`config.mk`:
```
export PLATFORM = sky130hd
export DESIGN_NAME = systolic_array_ctrl
export DESIGN_NICKNAME = d
export VERILOG_FILES = /design/src/rtl/systolic_array_ctrl.sv
export SDC_FILE = /design/constraint.sdc
export NUM_CORES = 1
export LEC_CHECK = 0
export BUFFER_PORTS_ARGS = -buffer_cell sky130_fd_sc_hd__buf_4
export CORE_ASPECT_RATIO = 0.7
export CORE_UTILIZATION = 40
export DETAILED_ROUTE_END_ITERATION = 10
export GPL_ROUTABILITY_DRIVEN = 0
export GPL_TIMING_DRIVEN = 0
export SLEW_MARGIN = 20
export SYNTH_ARGS = -nofsm -noshare
export SYNTH_HDL_FRONTEND = slang
export SYNTH_SLANG_ARGS = --single-unit
```
`constraint.sdc`:
```
create_clock -name clk_in -period 3.3 [get_ports clk_in]
set_input_delay 0.66 -clock clk_in [delete_from_list [all_inputs] [get_ports clk_in]]
set_output_delay 0.66 -clock clk_in [all_outputs]
set_load 0.02 [all_outputs]
```
`src/rtl/systolic_array_ctrl.sv`:
```
// Controller for a 4x4 weight-stationary systolic array: streams in 16 weights,
// then feeds activation/bias vectors with skew and deskews the row results.
module systolic_array_ctrl #(
  parameter int ACT_W     = 9,
  parameter int PSUM_W    = 13,
  parameter int VEC_CNT_W = 8
) (
  input  logic                  clk_in,
  input  logic                  rst_in,
  input  logic                  start_in,
  input  logic                  reuse_weights_in,
  input  logic [VEC_CNT_W-1:0]  num_vec_in,
  output logic                  busy_out,
  output logic                  done_out,
  output logic                  weights_valid_out,
  input  logic [ACT_W-1:0]      weight_data_in,
  input  logic                  weight_valid_in,
  output logic                  weight_ready_out,
  input  logic [4*ACT_W-1:0]    act_vec_in,
  input  logic [4*PSUM_W-1:0]   bias_vec_in,
  input  logic                  act_valid_in,
  output logic                  act_ready_out,
  output logic [4*PSUM_W-1:0]   res_vec_out,
  output logic                  res_valid_out,
  output logic                  load_weight_out,
  output logic [ACT_W-1:0]      weight_out,
  output logic [ACT_W-1:0]      activation_column_0_out,
  output logic [ACT_W-1:0]      activation_column_1_out,
  output logic [ACT_W-1:0]      activation_column_2_out,
  output logic [ACT_W-1:0]      activation_column_3_out,
  output logic [PSUM_W-1:0]     psum_row_0_out,
  output logic [PSUM_W-1:0]     psum_row_1_out,
  output logic [PSUM_W-1:0]     psum_row_2_out,
  output logic [PSUM_W-1:0]     psum_row_3_out,
  input  logic [PSUM_W-1:0]     psum_row_0_in,
  input  logic [PSUM_W-1:0]     psum_row_1_in,
  input  logic [PSUM_W-1:0]     psum_row_2_in,
  input  logic [PSUM_W-1:0]     psum_row_3_in
);

  typedef enum logic [1:0] {S_IDLE, S_LOAD_W, S_WAIT_ACT, S_FEED} state_t;

  state_t                 r_state;
  state_t                 w_next;
  logic                   w_done;

  logic                   r_busy;
  logic                   r_done;
  logic                   r_weights_valid;
  logic                   r_weight_ready;
  logic                   r_act_ready;
  logic                   r_res_valid;
  logic                   r_load_weight;
  logic [ACT_W-1:0]       r_weight_out;
  logic [3:0]             r_wcnt;
  logic [3:0]             r_phase;
  logic [VEC_CNT_W-1:0]   r_num_vec;
  logic [VEC_CNT_W-1:0]   r_vec_cnt;
  logic [3*ACT_W-1:0]     r_act_hi;
  logic [4*PSUM_W-1:0]    r_bias_lat;
  logic [ACT_W-1:0]       r_col [4];
  logic [PSUM_W-1:0]      r_psum [4];
  logic [PSUM_W-1:0]      r_res [4];

  logic [PSUM_W-1:0]      w_psum_in [4];
  logic                   w_beat;
  logic                   w_accept;
  logic                   w_last_beat;
  logic                   w_feed_end;
  logic                   w_last_vec;
  logic                   w_start_reuse;
  logic [VEC_CNT_W-1:0]   w_vec_cnt_nxt;
  logic [1:0]             w_col_sel;
  logic [1:0]             w_res_sel;

  assign w_psum_in[0]  = psum_row_0_in;
  assign w_psum_in[1]  = psum_row_1_in;
  assign w_psum_in[2]  = psum_row_2_in;
  assign w_psum_in[3]  = psum_row_3_in;

  assign w_beat        = r_weight_ready & weight_valid_in;
  assign w_accept      = r_act_ready & act_valid_in;
  assign w_last_beat   = w_beat && (r_wcnt == 4'd15);
  assign w_feed_end    = (r_state == S_FEED) && (r_phase == 4'd9);
  assign w_vec_cnt_nxt = r_vec_cnt + VEC_CNT_W'(1);
  assign w_last_vec    = (w_vec_cnt_nxt == r_num_vec);
  assign w_start_reuse = reuse_weights_in & r_weights_valid;
  // Phase p feeds column p (slices 1..3 kept in r_act_hi) and captures row p-6.
  assign w_col_sel     = r_phase[1:0] - 2'd1;
  assign w_res_sel     = r_phase[1:0] - 2'd2;

  always_ff @(posedge clk_in) begin
    if (!rst_in) r_state <= S_IDLE;
    else         r_state <= w_next;
  end

  always_comb begin
    // NOTE: defaults first so every path assigns w_next/w_done and no latch is inferred.
    w_next = r_state;
    w_done = 1'b0;
    case (r_state)
      S_IDLE: begin
        if (start_in) begin
          if (!w_start_reuse)          w_next = S_LOAD_W;
          else if (num_vec_in == '0)   w_done = 1'b1;
          else                         w_next = S_WAIT_ACT;
        end
      end
      S_LOAD_W: begin
        if (w_last_beat) begin
          if (r_num_vec == '0) begin
            w_next = S_IDLE;
            w_done = 1'b1;
          end else begin
            w_next = S_WAIT_ACT;
          end
        end
      end
      S_WAIT_ACT: if (w_accept) w_next = S_FEED;
      S_FEED: begin
        if (w_feed_end) begin
          if (w_last_vec) begin
            w_next = S_IDLE;
            w_done = 1'b1;
          end else begin
            w_next = S_WAIT_ACT;
          end
        end
      end
      default: w_next = S_IDLE;
    endcase
  end

  // Handshake/status outputs are registered from the next state so they line up with it.
  always_ff @(posedge clk_in) begin
    if (!rst_in) begin
      r_busy          <= 1'b0;
      r_done          <= 1'b0;
      r_weights_valid <= 1'b0;
      r_weight_ready  <= 1'b0;
      r_act_ready     <= 1'b0;
      r_res_valid     <= 1'b0;
      r_load_weight   <= 1'b0;
      r_weight_out    <= '0;
      r_wcnt          <= '0;
      r_num_vec       <= '0;
      r_vec_cnt       <= '0;
    end else begin
      // NOTE: non-blocking so every register samples pre-edge values regardless of order.
      r_busy         <= (w_next != S_IDLE);
      r_weight_ready <= (w_next == S_LOAD_W);
      r_act_ready    <= (w_next == S_WAIT_ACT);
      r_done         <= w_done;
      r_res_valid    <= w_feed_end;
      r_load_weight  <= w_beat;
      if (w_beat) begin
        r_weight_out <= weight_data_in;
        r_wcnt       <= r_wcnt + 4'd1;
      end
      if (r_state == S_IDLE && start_in) begin
        r_num_vec <= num_vec_in;
        r_vec_cnt <= '0;
        r_wcnt    <= '0;
        if (!w_start_reuse) r_weights_valid <= 1'b0;
      end else if (w_last_beat) begin
        r_weights_valid <= 1'b1;
      end
      if (w_feed_end) r_vec_cnt <= w_vec_cnt_nxt;
    end
  end

  always_ff @(posedge clk_in) begin
    if (!rst_in) begin
      // NOTE: the holding registers are reset too, since every output must read 0 after reset.
      r_phase    <= '0;
      r_act_hi   <= '0;
      r_bias_lat <= '0;
      for (int k = 0; k < 4; k++) begin
        r_col[k]  <= '0;
        r_psum[k] <= '0;
        r_res[k]  <= '0;
      end
    end else if (w_accept) begin
      r_act_hi   <= act_vec_in[4*ACT_W-1:ACT_W];
      r_bias_lat <= bias_vec_in;
      r_col[0]   <= act_vec_in[ACT_W-1:0];
      r_phase    <= 4'd1;
    end else if (r_state == S_FEED) begin
      r_phase <= r_phase + 4'd1;
      if (r_phase >= 4'd1 && r_phase <= 4'd3)
        r_col[r_phase[1:0]] <= r_act_hi[w_col_sel*ACT_W +: ACT_W];
      if (r_phase >= 4'd4 && r_phase <= 4'd7)
        r_psum[r_phase[1:0]] <= r_bias_lat[r_phase[1:0]*PSUM_W +: PSUM_W];
      if (r_phase >= 4'd6 && r_phase <= 4'd9)
        r_res[w_res_sel] <= w_psum_in[w_res_sel];
    end
  end

  assign busy_out                = r_busy;
  assign done_out                = r_done;
  assign weights_valid_out       = r_weights_valid;
  assign weight_ready_out        = r_weight_ready;
  assign act_ready_out           = r_act_ready;
  assign res_valid_out           = r_res_valid;
  assign res_vec_out             = {r_res[3], r_res[2], r_res[1], r_res[0]};
  assign load_weight_out         = r_load_weight;
  assign weight_out              = r_weight_out;
  assign activation_column_0_out = r_col[0];
  assign activation_column_1_out = r_col[1];
  assign activation_column_2_out = r_col[2];
  assign activation_column_3_out = r_col[3];
  assign psum_row_0_out          = r_psum[0];
  assign psum_row_1_out          = r_psum[1];
  assign psum_row_2_out          = r_psum[2];
  assign psum_row_3_out          = r_psum[3];

endmodule

```
### Word-level counts from Yosys, hierarchy flattened

Memories as Yosys holds them, arrays and structs flattened.
Index checks and enable logic that the tools add are counted.
W data, S select, Z words.

* bits in writable memories: 140
* register bits: 121
* input bits: 163
* memories kept: 3
* output and inout bits: 156
* logic and storage cells: 125

* shift operators: 2
* reduce and logical (&&, ||, !) cells: 19
* $lt $le $gt $ge: 7
* $mul: 2
* $add $sub $neg: 5
* bitwise operators: 6
* equality and inequality tests: 9
* mux-type cells: 56

Memories
* r_psum: depth 4, width 13, read ports 4, clocked after memory_dff 0, write ports 4, line 62 `logic [PSUM_W-1:0] r_psum [4];`
* r_res: depth 4, width 13, read ports 4, clocked after memory_dff 0, write ports 4, line 63 `logic [PSUM_W-1:0] r_res [4];`
* r_col: depth 4, width 9, read ports 4, clocked after memory_dff 0, write ports 4, line 61 `logic [ACT_W-1:0] r_col [4];`

Operator list (number)
* $mux W13: 4
* $shiftx A52 B7 Y13: 1
* $mux W1: 34
* $shiftx A27 B7 Y9: 1
* $bmux W13 S2: 1
* $reduce_or A13 Y1: 2
* $mux W2: 11
* $mux W9: 2
* $logic_not A8 Y1: 2
* $mux W8: 2
* $mul A2 B4 Y6 const B: 2
* $reduce_or A9 Y1: 1
* $add A4 B1 Y4 const B: 2
* $add A8 B1 Y8 const B: 1
* $eq A4 B4 Y1 const B: 2
* $eq A8 B8 Y1: 1
* $ge A4 B3 Y1 const B: 2
* $pmux W2 S4: 1
* $reduce_bool A2 Y1: 4
* $eq A2 B2 Y1 const B: 3
* $logic_and A1 B1 Y1: 6
* $eq A2 B1 Y1 const B: 2
* $ge A4 B1 Y1 const B: 1
* $le A4 B2 Y1 const B: 1
* other kinds (14): 17

### Depth between registers and ports, before layout

Gate-level depths: netlist of the first run.

* depth after elaboration: 9
* depth in mapped cells: 9
* mapped depth without buffers: 7

### Least setup slack after synthesis of the first run

OpenSTA, ideal clock, no wires.

* path type: register to register
* start: register r_phase[1]
* end: memory r_res[2][0] (enable)
* path buffers: 1
* stages on the path, launching flop included: 8
* setup time: 0.404 ns
* data arrival time: 2.268 ns
* path slack: 0.628 ns
* required time: 2.896 ns
* period minus slack after synthesis: 2.672 ns
* cell sequence: dfxtp_1 clkbuf_1 inv_1 ha_1 nor2_1 o2bb2ai_1 nand2_1 o31ai_1

RTL lines
* start, declared: line 56 `logic [3:0] r_phase;`
* start signal, assigned: line 189 `r_phase <= r_phase + 4'd1;`
* end, declared: line 63

==> results of run 1 <==
## critical path, stage by stage, from the launching register on
cell and delay (ns):
dfxtp_1 0.33, clkbuf_1 0.40, inv_1 0.27, ha_1 0.26, nor2b_1 0.16, or4_1 0.41, o21ai_1 0.75
## per-stage QoR
| stage | util | setup WS [ns] | power, W |
|---|---|---|---|
| CTS | 0.553 | 0.193 | 0.00742 |
| global placement | 0.516 | -0.403 | 0.00425 |
| global route | 0.553 | 0.0533 | 0.00759 |
| finish | 0.553 | 0.333 | 0.00735 |
| detailed placement | 0.519 | -0.0968 | 0.00425 |
| floorplan | - | 0.628 | 0.00387 |
## cell families after synthesis
| family | share of synthesized area |
|---|---|
| buffers and inverters | 0.0255 |
| XOR/XNOR | 0.0119 |
| flip-flops | 0.599 |
| adder cells (fa/ha/maj) | 0.00565 |
| multiplexers | 0.0630 |
| AO/OA/AOI/OAI | 0.107 |
| AND/OR/NAND/NOR | 0.188 |
## layer usage
metal / global-route usage / vias to the layer above / wire length [um]
li1: - / 4105 / -
met3: 0.0409 / 38 / 2110
met2: 0.354 / 296 / 14400
met4: 0.0422 / 0 / 585
met5: 0 / - / 0
met1: 0.332 / 3961 / 15400
## cell type report
cell class	instances	area share
clock inverter	17	0.0142
sequential	261	0.444
clock buffer	32	0.0472
multi-input combinational	646	0.282
timing repair buffer	322	0.163
inverter	13	0.00327
tap	364	0.0305
buffer	57	0.0157
## sequential cells by signal, summed over array words and instances, names as in the netlist, 2 cells and up
| name | flops |
|---|---|
| r_act_hi | 27 |
| r_bias_lat | 52 |
| r_col | 36 |
| r_num_vec | 8 |
| r_phase | 4 |
| r_psum | 52 |
| r_res | 52 |
| r_state | 2 |
| r_vec_cnt | 8 |
| r_wcnt | 4 |
| weight_out | 9 |
## layout by cell type (no fill, tap or decap), types with 3 or more instances in the layout
cell type | netlist | routed
or3_1 | 3 | 3
nor2_1 | 47 | 47
buf_1 | 5 | 5
buf_2 | 7 | 7
inv_1 | 13 | 13
mux2_2 | 9 | 9
dfxtp_1 | 121 | 121
o21ai_2 | 0 | 5
and3_1 | 6 | 6
mux4_2 | 26 | 26
clkbuf_16 | 0 | 27
nor2b_1 | 31 | 31
nand4_1 | 3 | 3
o21ai_0 | 18 | 12
o21a_1 | 3 | 3
ha_1 | 5 | 5
clkinv_1 | 0 | 3
bufinv_16 | 0 | 5
clkinv_2 | 0 | 7
edfxtp_1 | 140 | 140
a22o_1 | 8 | 8
buf_4 | 3 | 322
a21boi_0 | 103 | 103
nand3_1 | 6 | 6
and2_1 | 84 | 84
a21oi_1 | 6 | 6
nand2_1 | 220 | 220
xnor2_1 | 6 | 6
clkbuf_1 | 42 | 46
nor4_1 | 4 | 4
nand3b_1 | 3 | 3
xor2_1 | 9 | 9
buf_6 | 0 | 3
a22oi_1 | 10 | 10
## power groups by stage
| stage | Combinational [W] | Sequential (W) | Clock (W) |
|---|---|---|---|
| 3_5_place_dp | 0.000622 | 0.00363 | 0 |
| 2_1_floorplan | 0.000116 | 0.00375 | 0 |
| 3_3_place_gp | 0.000611 | 0.00363 | 0 |
| 5_1_grt | 0.000653 | 0.00357 | 0.00337 |
| 6_report | 0.000617 | 0.00356 | 0.00318 |
| 4_1_cts | 0.000624 | 0.00356 | 0.00324 |
## worst paths after layout
path / from / end / cells after the start
worst min register to register: r_bias_lat[47] / r_bias_lat[47] / 2
worst max-delay path: r_phase[1] / r_col[3][5] / 6
worst max register to register: r_phase[1] / r_col[3][5] / 6
worst min-delay path: bias_vec_in[20] / r_bias_lat[20] / 3
==> metrics.csv, run 1 <==
stage,metric,value,unit
run_status,status,completed,
cells_and_area,area_growth,34.8,%
synth,synth_edf_count,140,
routing,wl_per_cell,19.0,um
synth,ys_types,52,
synth,ys_top_cells_by_area,"edfxtp_1 38%, dfxtp_1 22%, nand2_1 7.5%",
die,start_util,0.410,
timing,fin_skew,0.0164,ns
critical_path,crit_path_end_kind,flop,
routing,remaining_drc_errors,0,
cells_and_area,nets,1496,
critical_path,worstSetupPathType,flop to flop,
global_routing,grt_max_degree,15,
synth,yosysMostFrequentCell,nand2_1,
timing,max_slew_margin,0.371,
power_and_ir_drop,switchingPower,0.00163,W
timing,rsz0062_at_grt,false,
power_and_ir_drop,internal_power,0.00572,W
power_and_ir_drop,leakage,5.66,nW
die,dieArea,0.0284,mm^2
die,die_x,201,um
global_routing,grt_pass1_vias,8221,
timing,fmax,0.337,GHz
clocking,cts_setup_buffers,0,
synth,synth_area_leader_cell,edfxtp_1,
placed_design,io_buffer_count,318,
global_routing,antenna_found_initial,0,
timing,setup_tns,0,ns
timing,setup-violations-final,0,
cells_and_area,drive_gt1_frac,0.318,
clocking,cts_hold_buf,0,
synth,syn_inst,977,
synth,synthesis.nets,1145,
synth,synth_flop_cell,edfxtp_1,
clocking,cts_tree,built,
routing,drt_wl_total,32.5,mm
placed_design,dp_hpwl,24.8,mm
clocking,root_buffer,clkbuf_16,
power_and_ir_drop,pwr-share-clk,0.432,
routing,viasPerCell,4.91,
routing,ant_nets,0,
cells_and_area,fin_cells,1712,
clocking,clock_latency,0.53,ns
cells_and_area,multiInputGateArea,0.00421,mm^2
clocking,clk_pin_slew,0.06,ns
die,io_pins,319,
clocking,max-clock-path-buffers,3,
cells_and_area,stdcell_area,0.0149,mm^2
power_and_ir_drop,powerDensity,493,mW/mm^2
synth,yosysTopAreaCellShare,0.380,
timing,period_share,0.899,
synth,async_flop_share,0,
die,fp.dieH,141,um
power_and_ir_drop,swShare,0.222,
routing,drtPass1Iterations,5,
cells_and_area,diodes,0,
cells_and_area,regArea,0.00663,mm^2
timing,hold_viol,0,
timing,drv_slew,0,
timing,finalWorstPathRequiredPeriod,2.97,ns
clocking,h-tree-depth,1,
timing,worst_slew_pin_slew,0.938,ns
global_routing,grt_use_total,0.227,
routing,num_vias,8400,
routing,drtIter0Drc,559,
global_routing,grt-ovfl-total,0,
flow_run,cap_violations,0,
synth,syn_area_per_cell,11.3,um^2
synth,synth-seq-cells,261,
critical_path,crit_path_max_fanout,10,
hold_path,hold_path.class,input pin to flop,
placed_design,dp.cells,1663,
critical_path,arrival,3.11,ns
power_and_ir_drop,p_seq_frac,0.484,
clocking,numCtsBuffers,27,
critical_path,cp.required,3.45,ns
power_and_ir_drop,irDropWorstVdd,0.407,mV
cells_and_area,fillers,2465,
die,rows,50,
synth,yosysWarnings,0,
critical_path,cp-start-kind,flop,
global_routing,grt_pass1_wl,49.0,mm
timing,hold_ws,0.395,ns
clocking,post_cts_resized,0,
die,core,0.0270,mm^2
clocking,tritoncts_num_sinks,261,
synth,seq_area_frac_synth,0.599,
power_and_ir_drop,p_comb_frac,0.084,
placed_design,place_area,0.0140,mm^2
synth,netlist_area,0.0111,mm^2
critical_path,r2r_setup_slack,0.33,ns
synth,synth_common_cells,"220 x nand2_1, 140 x edfxtp_1, 121 x dfxtp_1",
Power figures use the tool's default switching activity.
==> run 2: changes to the inputs <==
--- a/config.mk
+++ b/config.mk
@@ -7,6 +7,7 @@
 export LEC_CHECK = 0
 export BUFFER_PORTS_ARGS = -buffer_cell sky130_fd_sc_hd__buf_4
 export CORE_ASPECT_RATIO = 0.7
+export CORE_MARGIN = 8
 export CORE_UTILIZATION = 40
 export DETAILED_ROUTE_END_ITERATION = 10
 export GPL_ROUTABILITY_DRIVEN = 0
==> metrics.csv, run 2 (synthesis gave the netlist of run 1 again) <==
stage,metric,value,unit,change
cells_and_area,stdcell_area,0.0150,mm^2,+0.27%
cells_and_area,drive_gt1_frac,0.321,,+0.00323
clocking,max-clock-path-buffers,3,,unchanged
placed_design,dp.cells,1672,,+0.54%
clocking,h-tree-depth,1,,unchanged
timing,setup-violations-final,0,,unchanged
cells_and_area,utilization,0.544,,-0.00939
timing,hold_viol,0,,unchanged
power_and_ir_drop,total_power,0.00732,W,-0.49%
cells_and_area,fin_cells,1723,,+0.64%
die,fp.dieH,155,um,+9.9%
die,io_pins,319,,unchanged
routing,ant_nets,0,,unchanged
routing,wl_per_cell,20.6,um,+8.6%
die,core,0.0275,mm^2,+2.0%
flow_run,cap_violations,0,,unchanged
timing,finalWorstPathRequiredPeriod,3.02,ns,+0.0564 ns
routing,remaining_drc_errors,0,,unchanged
cells_and_area,area_growth,35.2,%,
routing,drtIter0Drc,593,,+6.1%
clocking,clk_pin_slew,0.06,ns,about the same
critical_path,r2r_end,r_col[3][4],,
global_routing,grt_pass1_vias,8680,,+5.6%
critical_path,crit_path_end_kind,flop,,
critical_path,cp.required,3.45,ns,about the same
global_routing,antenna_found_initial,2,,+2
timing,fmax,0.331,GHz,-1.9%
clocking,root_buffer,clkbuf_16,,
placed_design,io_buffer_count,318,,unchanged
timing,drv_slew,0,,unchanged
clocking,cts_tree,built,,
die,die_x,215,um,+7.0%
global_routing,grt-ovfl-total,0,,unchanged
hold_path,hold_path.class,input pin to flop,,
power_and_ir_drop,powerDensity,489,mW/mm^2,-0.76%
hold_path,hold_start,bias_vec_in[6],,
clocking,cts_hold_buf,0,,unchanged
placed_design,place_area,0.0140,mm^2,+0.22%
cells_and_area,largest_registers,"r_bias_lat (52), r_psum (52), r_res (52)",,
routing,drt_wl_total,35.5,mm,+9.3%
power_and_ir_drop,leakage,5.68,nW,+0.44%
global_routing,grt_pass1_wl,53.4,mm,+9.0%
power_and_ir_drop,irDropWorstVdd,0.363,mV,-11%
global_routing,grt_max_degree,15,,unchanged
critical_path,cp-start-kind,flop,,
cells_and_area,nets,1498,,+0.13%
run_status,status,completed,,
clocking,cts_setup_buffers,0,,unchanged
global_routing,grt_use_total,0.207,,-0.0197
critical_path,crit_family,compound AO/OA/AOI/OAI gates,,
critical_path,r2r_setup_slack,0.28,ns,-0.06 ns
clocking,tritoncts_num_sinks,261,,unchanged
timing,fin_skew,0.0138,ns,-0.00259 ns
timing,max_slew_margin,0.344,,-0.0263
placed_design,dp_hpwl,27.6,mm,+11%
routing,num_vias,8530,,+1.5%
timing,setup_slack,0.277,ns,-0.0564 ns
timing,worst_slew_pin_slew,0.977,ns,+0.0392 ns
routing,viasPerCell,4.95,,+0.90%
die,dieArea,0.0333,mm^2,+18%
critical_path,rr_startpoint,r_phase[1],,
critical_path,crit_path_max_fanout,10,,unchanged
placed_design,dp_slack,-0.118,ns,-0.0213 ns
critical_path,worstSetupPathType,flop to flop,,
routing,drtPass1Iterations,5,,unchanged
critical_path,slowest_delay,0.78,ns,+0.03 ns
die,start_util,0.402,,-0.00805
hold_path,whs_endpoint,r_bias_lat[6],,
die,rows,51,,+2.0%
clocking,clock_latency,0.53,ns,about the same
timing,period_share,0.916,,+0.0171
cells_and_area,final_common_cell,buf_4,,
clocking,numCtsBuffers,27,,unchanged
timing,rsz0062_at_grt,false,,
critical_path,worst-path-buf-inv,2,,unchanged
clocking,post_cts_resized,0,,unchanged
critical_path,worst_r2r_path_depth,6,,unchanged
critical_path,arrival,3.18,ns,+0.07 ns
cells_and_area,layout_common_cells,"322 x buf_4, 220 x nand2_1, 140 x edfxtp_1",,
critical_path,cp_slowest_cell,o21ai_1,,
critical_path,cp_cell_sequence,clkbuf_1 > inv_1 > ha_1 > nor2b_1 > or4_1 > o21ai_1,,
hold_path,min_path_cells,3,,unchanged
## run 2: power breakdown
group	internal, W	total (W)	switching [W]	leakage, nW
sequential	0.00352	0.00356	0.0000479	2.31
clock	0.00186	0.00313	0.00127	0.461
combinational	0.000301	0.000625	0.000324	2.92
## run 2: stage by stage
stage	hold slack (ns)	TNS [ns]
after floorplan	0.440	0
after global placement	0.449	-34.27
after detailed placement	0.457	-1.76
after CTS	0.354	0
after global routing	0.367	0
final	0.390	0
## run 2: cell type report
| class | instances | area, um^2 |
|---|---|---|
| antenna | 2 | 5.00 |
| fill | 2486 | 12500 |
| tap | 371 | 464 |
| inverter | 13 | 48.8 |
| clock buffer | 43 | 860 |
| timing repair buffer | 324 | 2450 |
| multi-input combinational | 646 | 4210 |
| buffer | 57 | 234 |
| clock inverter | 6 | 60.1 |
| sequential | 261 | 6630 |
## run 2: worst max path at each step
stage,from,end,slack (ns),depth (start not counted)
2_1_floorplan,act_valid_in,r_res[2][0],0.63,5
3_3_place_gp,rst_in,r_psum[2][11],-0.46,5
3_5_place_dp,rst_in,r_col[3][8],-0.12,5
4_1_cts,r_phase[1],r_col[0][6],0.19,7
5_1_grt,r_phase[1],r_col[3][6],0.04,6
6_report,r_phase[1],r_col[3][4],0.28,6
## run 2: layer usage
layer / vias up / global-route usage / wire (um)
met2: 332 / 0.322 / 15700
met5: - / 0 / 13
met3: 39 / 0.0648 / 3150
met4: 2 / 0.0384 / 574
met1: 4057 / 0.284 / 16000
li1: 4100 / - / -
## run 2: tightest hold or removal path: cells and delay by family
kind,cells,cell delay (ns)
buf+inv,1,0.11
compound gates,1,0.06
simple gates,1,0.04
==> run 3: changes to the inputs <==
--- a/config.mk
+++ b/config.mk
@@ -12,6 +12,7 @@
 export DETAILED_ROUTE_END_ITERATION = 10
 export GPL_ROUTABILITY_DRIVEN = 0
 export GPL_TIMING_DRIVEN = 0
+export PLACE_DENSITY = 0.65
 export SLEW_MARGIN = 20
 export SYNTH_ARGS = -nofsm -noshare
 export SYNTH_HDL_FRONTEND = slang
==> metrics.csv, run 3 (synthesis gave the netlist of run 1 again) <==
stage,metric,value,unit,change
run_status,status,completed,,
critical_path,cp.required,3.49,ns,+0.04 ns
timing,setup_slack,0.292,ns,+0.0150 ns
placed_design,place_area,0.0140,mm^2,-0.16%
die,dieArea,0.0333,mm^2,unchanged
timing,finalWorstPathRequiredPeriod,3.01,ns,-0.0150 ns
routing,drt_wl_total,35.3,mm,-0.53%
timing,hold_viol,0,,unchanged
hold_path,min_path_cells,3,,unchanged
cells_and_area,utilization,0.542,,-0.00209
cells_and_area,stdcell_area,0.0149,mm^2,-0.39%
hold_path,whs_endpoint,r_bias_lat[45],,
placed_design,dp_slack,-0.181,ns,-0.0625 ns
timing,worst_slew_pin_slew,0.918,ns,-0.0586 ns
timing,period_share,0.912,,-0.00453
cells_and_area,fin_cells,1720,,-0.17%
critical_path,worstSetupPathType,flop to flop,,
cells_and_area,nets,1496,,-0.13%
placed_design,io_buffer_count,318,,unchanged
routing,drtIter0Drc,587,,-1.0%
hold_path,hold_path.class,input pin to flop,,
routing,num_vias,8586,,+0.66%
timing,setup-violations-final,0,,unchanged
critical_path,crit_path_max_fanout,10,,unchanged
routing,drtPass1Iterations,4,,-1
cells_and_area,layout_common_cells,"322 x buf_4, 220 x nand2_1, 140 x edfxtp_1",,
timing,fmax,0.332,GHz,+0.50%
power_and_ir_drop,swShare,0.225,,+0.00134
routing,ant_nets,0,,unchanged
clocking,cts_tree,built,,
routing,viasPerCell,4.99,,+0.83%
critical_path,crit_path_end_kind,flop,,
timing,rsz0062_at_grt,false,,
clocking,post_cts_resized,0,,unchanged
power_and_ir_drop,irDropWorstVdd,0.420,mV,+16%
global_routing,antenna_found_initial,1,,-1
die,core,0.0275,mm^2,unchanged
power_and_ir_drop,p_seq_frac,0.489,,+0.002
routing,wl_per_cell,20.5,um,-0.36%
critical_path,arrival,3.20,ns,+0.02 ns
critical_path,r2r_setup_slack,0.29,ns,about the same
die,die_x,215,um,unchanged
timing,max_slew_margin,0.384,,+0.0393
critical_path,cp-start-kind,flop,,
global_routing,grt_pass1_vias,8568,,-1.3%
power_and_ir_drop,internal_power,0.00564,W,-0.64%
clocking,max-clock-path-buffers,3,,unchanged
critical_path,worst_r2r_path_depth,7,,+1
clocking,tritoncts_num_sinks,261,,unchanged
cells_and_area,final_common_cell,buf_4,,
clocking,cts_setup_buffers,0,,unchanged
global_routing,grt_use_total,0.202,,-0.00497
clocking,cts_hold_buf,0,,unchanged
global_routing,grt_max_degree,14,,-1
clocking,root_buffer,clkbuf_16,,
placed_design,dp_hpwl,27.9,mm,+0.95%
flow_run,cap_violations,0,,unchanged
critical_path,rr_startpoint,r_phase[1],,
critical_path,r2r_end,r_col[0][4],,
global_routing,grt_pass1_wl,52.3,mm,-2.0%
die,fp.dieH,155,um,unchanged
die,io_pins,319,,unchanged
global_routing,grt-ovfl-total,0,,unchanged
die,rows,51,,unchanged
power_and_ir_drop,p_comb_frac,0.086,,about the same
cells_and_area,largest_registers,"r_bias_lat (52), r_psum (52), r_res (52)",,
power_and_ir_drop,pwr-share-clk,0.425,,-0.003
clocking,numCtsBuffers,27,,unchanged
timing,drv_slew,0,,unchanged
clocking,h-tree-depth,1,,unchanged
power_and_ir_drop,powerDensity,489,mW/mm^2,about the same
power_and_ir_drop,total_power,0.00728,W,-0.47%
cells_and_area,drive_gt1_frac,0.316,,-0.00472
clocking,clk_pin_slew,0.06,ns,about the same
cells_and_area,area_growth,34.6,%,
routing,remaining_drc_errors,0,,unchanged
hold_path,hold_start,bias_vec_in[45],,
timing,fin_skew,0.00919,ns,-0.00460 ns
power_and_ir_drop,switchingPower,0.00164,W,+0.13%
clocking,clock_latency,0.54,ns,about the same
placed_design,dp.cells,1670,,-0.12%
die,start_util,0.402,,unchanged
power_and_ir_drop,leakage,5.65,nW,-0.55%
==> run 3: how the worst max path moves through the flow <==
stage	startpoint	end	depth (start not counted)
final	r_phase[1]	r_col[0][4]	7
after CTS	r_phase[1]	r_col[3][2]	6
after global placement	rst_in	r_psum[2][11]	5
after global routing	r_phase[1]	r_col[0][4]	7
after detailed placement	rst_in	r_col[3][6]	5
after floorplan	act_valid_in	r_res[2][0]	5
==> run 3: final cells by class <==
type | instances | area (um^2)
fillers | 2439 | 12600
flip-flops and latches | 261 | 6630
multi-input cells | 646 | 4210
repair buffers | 322 | 2430
clock buffers | 37 | 753
well taps | 371 | 464
plain buffers | 57 | 234
clock inverters | 12 | 140
inverters | 13 | 48.8
diodes | 1 | 2.50
==> run 3: through the flow <==
| step | setup TNS, ns | hold WS, ns |
|---|---|---|
| after floorplan | 0 | 0.440 |
| final | 0 | 0.382 |
| after detailed placement | -2.65 | 0.454 |
| after global placement | -38.35 | 0.449 |
| after global routing | 0 | 0.359 |
| after CTS | 0 | 0.355 |
==> run 3: critical path: stages, from the launching register on <==
cell	delay [ns]
dfxtp_1	0.33
clkbuf_1	0.42
inv_1	0.27
ha_1	0.28
nor2b_1	0.23
nor4_4	0.07
a31oi_1	0.64
nand2_1	0.42
==> run 3: layer usage <==
metal | vias up | routed length (um) | global-route usage
li1 | 4106 | - | -
met1 | 4123 | 15600 | 0.269
met2 | 320 | 16000 | 0.322
met3 | 37 | 3260 | 0.0687
met4 | 0 | 509 | 0.0345
met5 | - | 0 | 0
==> run 3: power groups by stage <==
stage / Combinational, W / Clock, W / Sequential, W
floorplan: 0.000116 / 0 / 0.00375
global placement: 0.000618 / 0 / 0.00364
detailed placement: 0.000631 / 0 / 0.00364
CTS: 0.000632 / 0.00316 / 0.00357
global route: 0.000660 / 0.00328 / 0.00357
finish: 0.000624 / 0.00310 / 0.00356
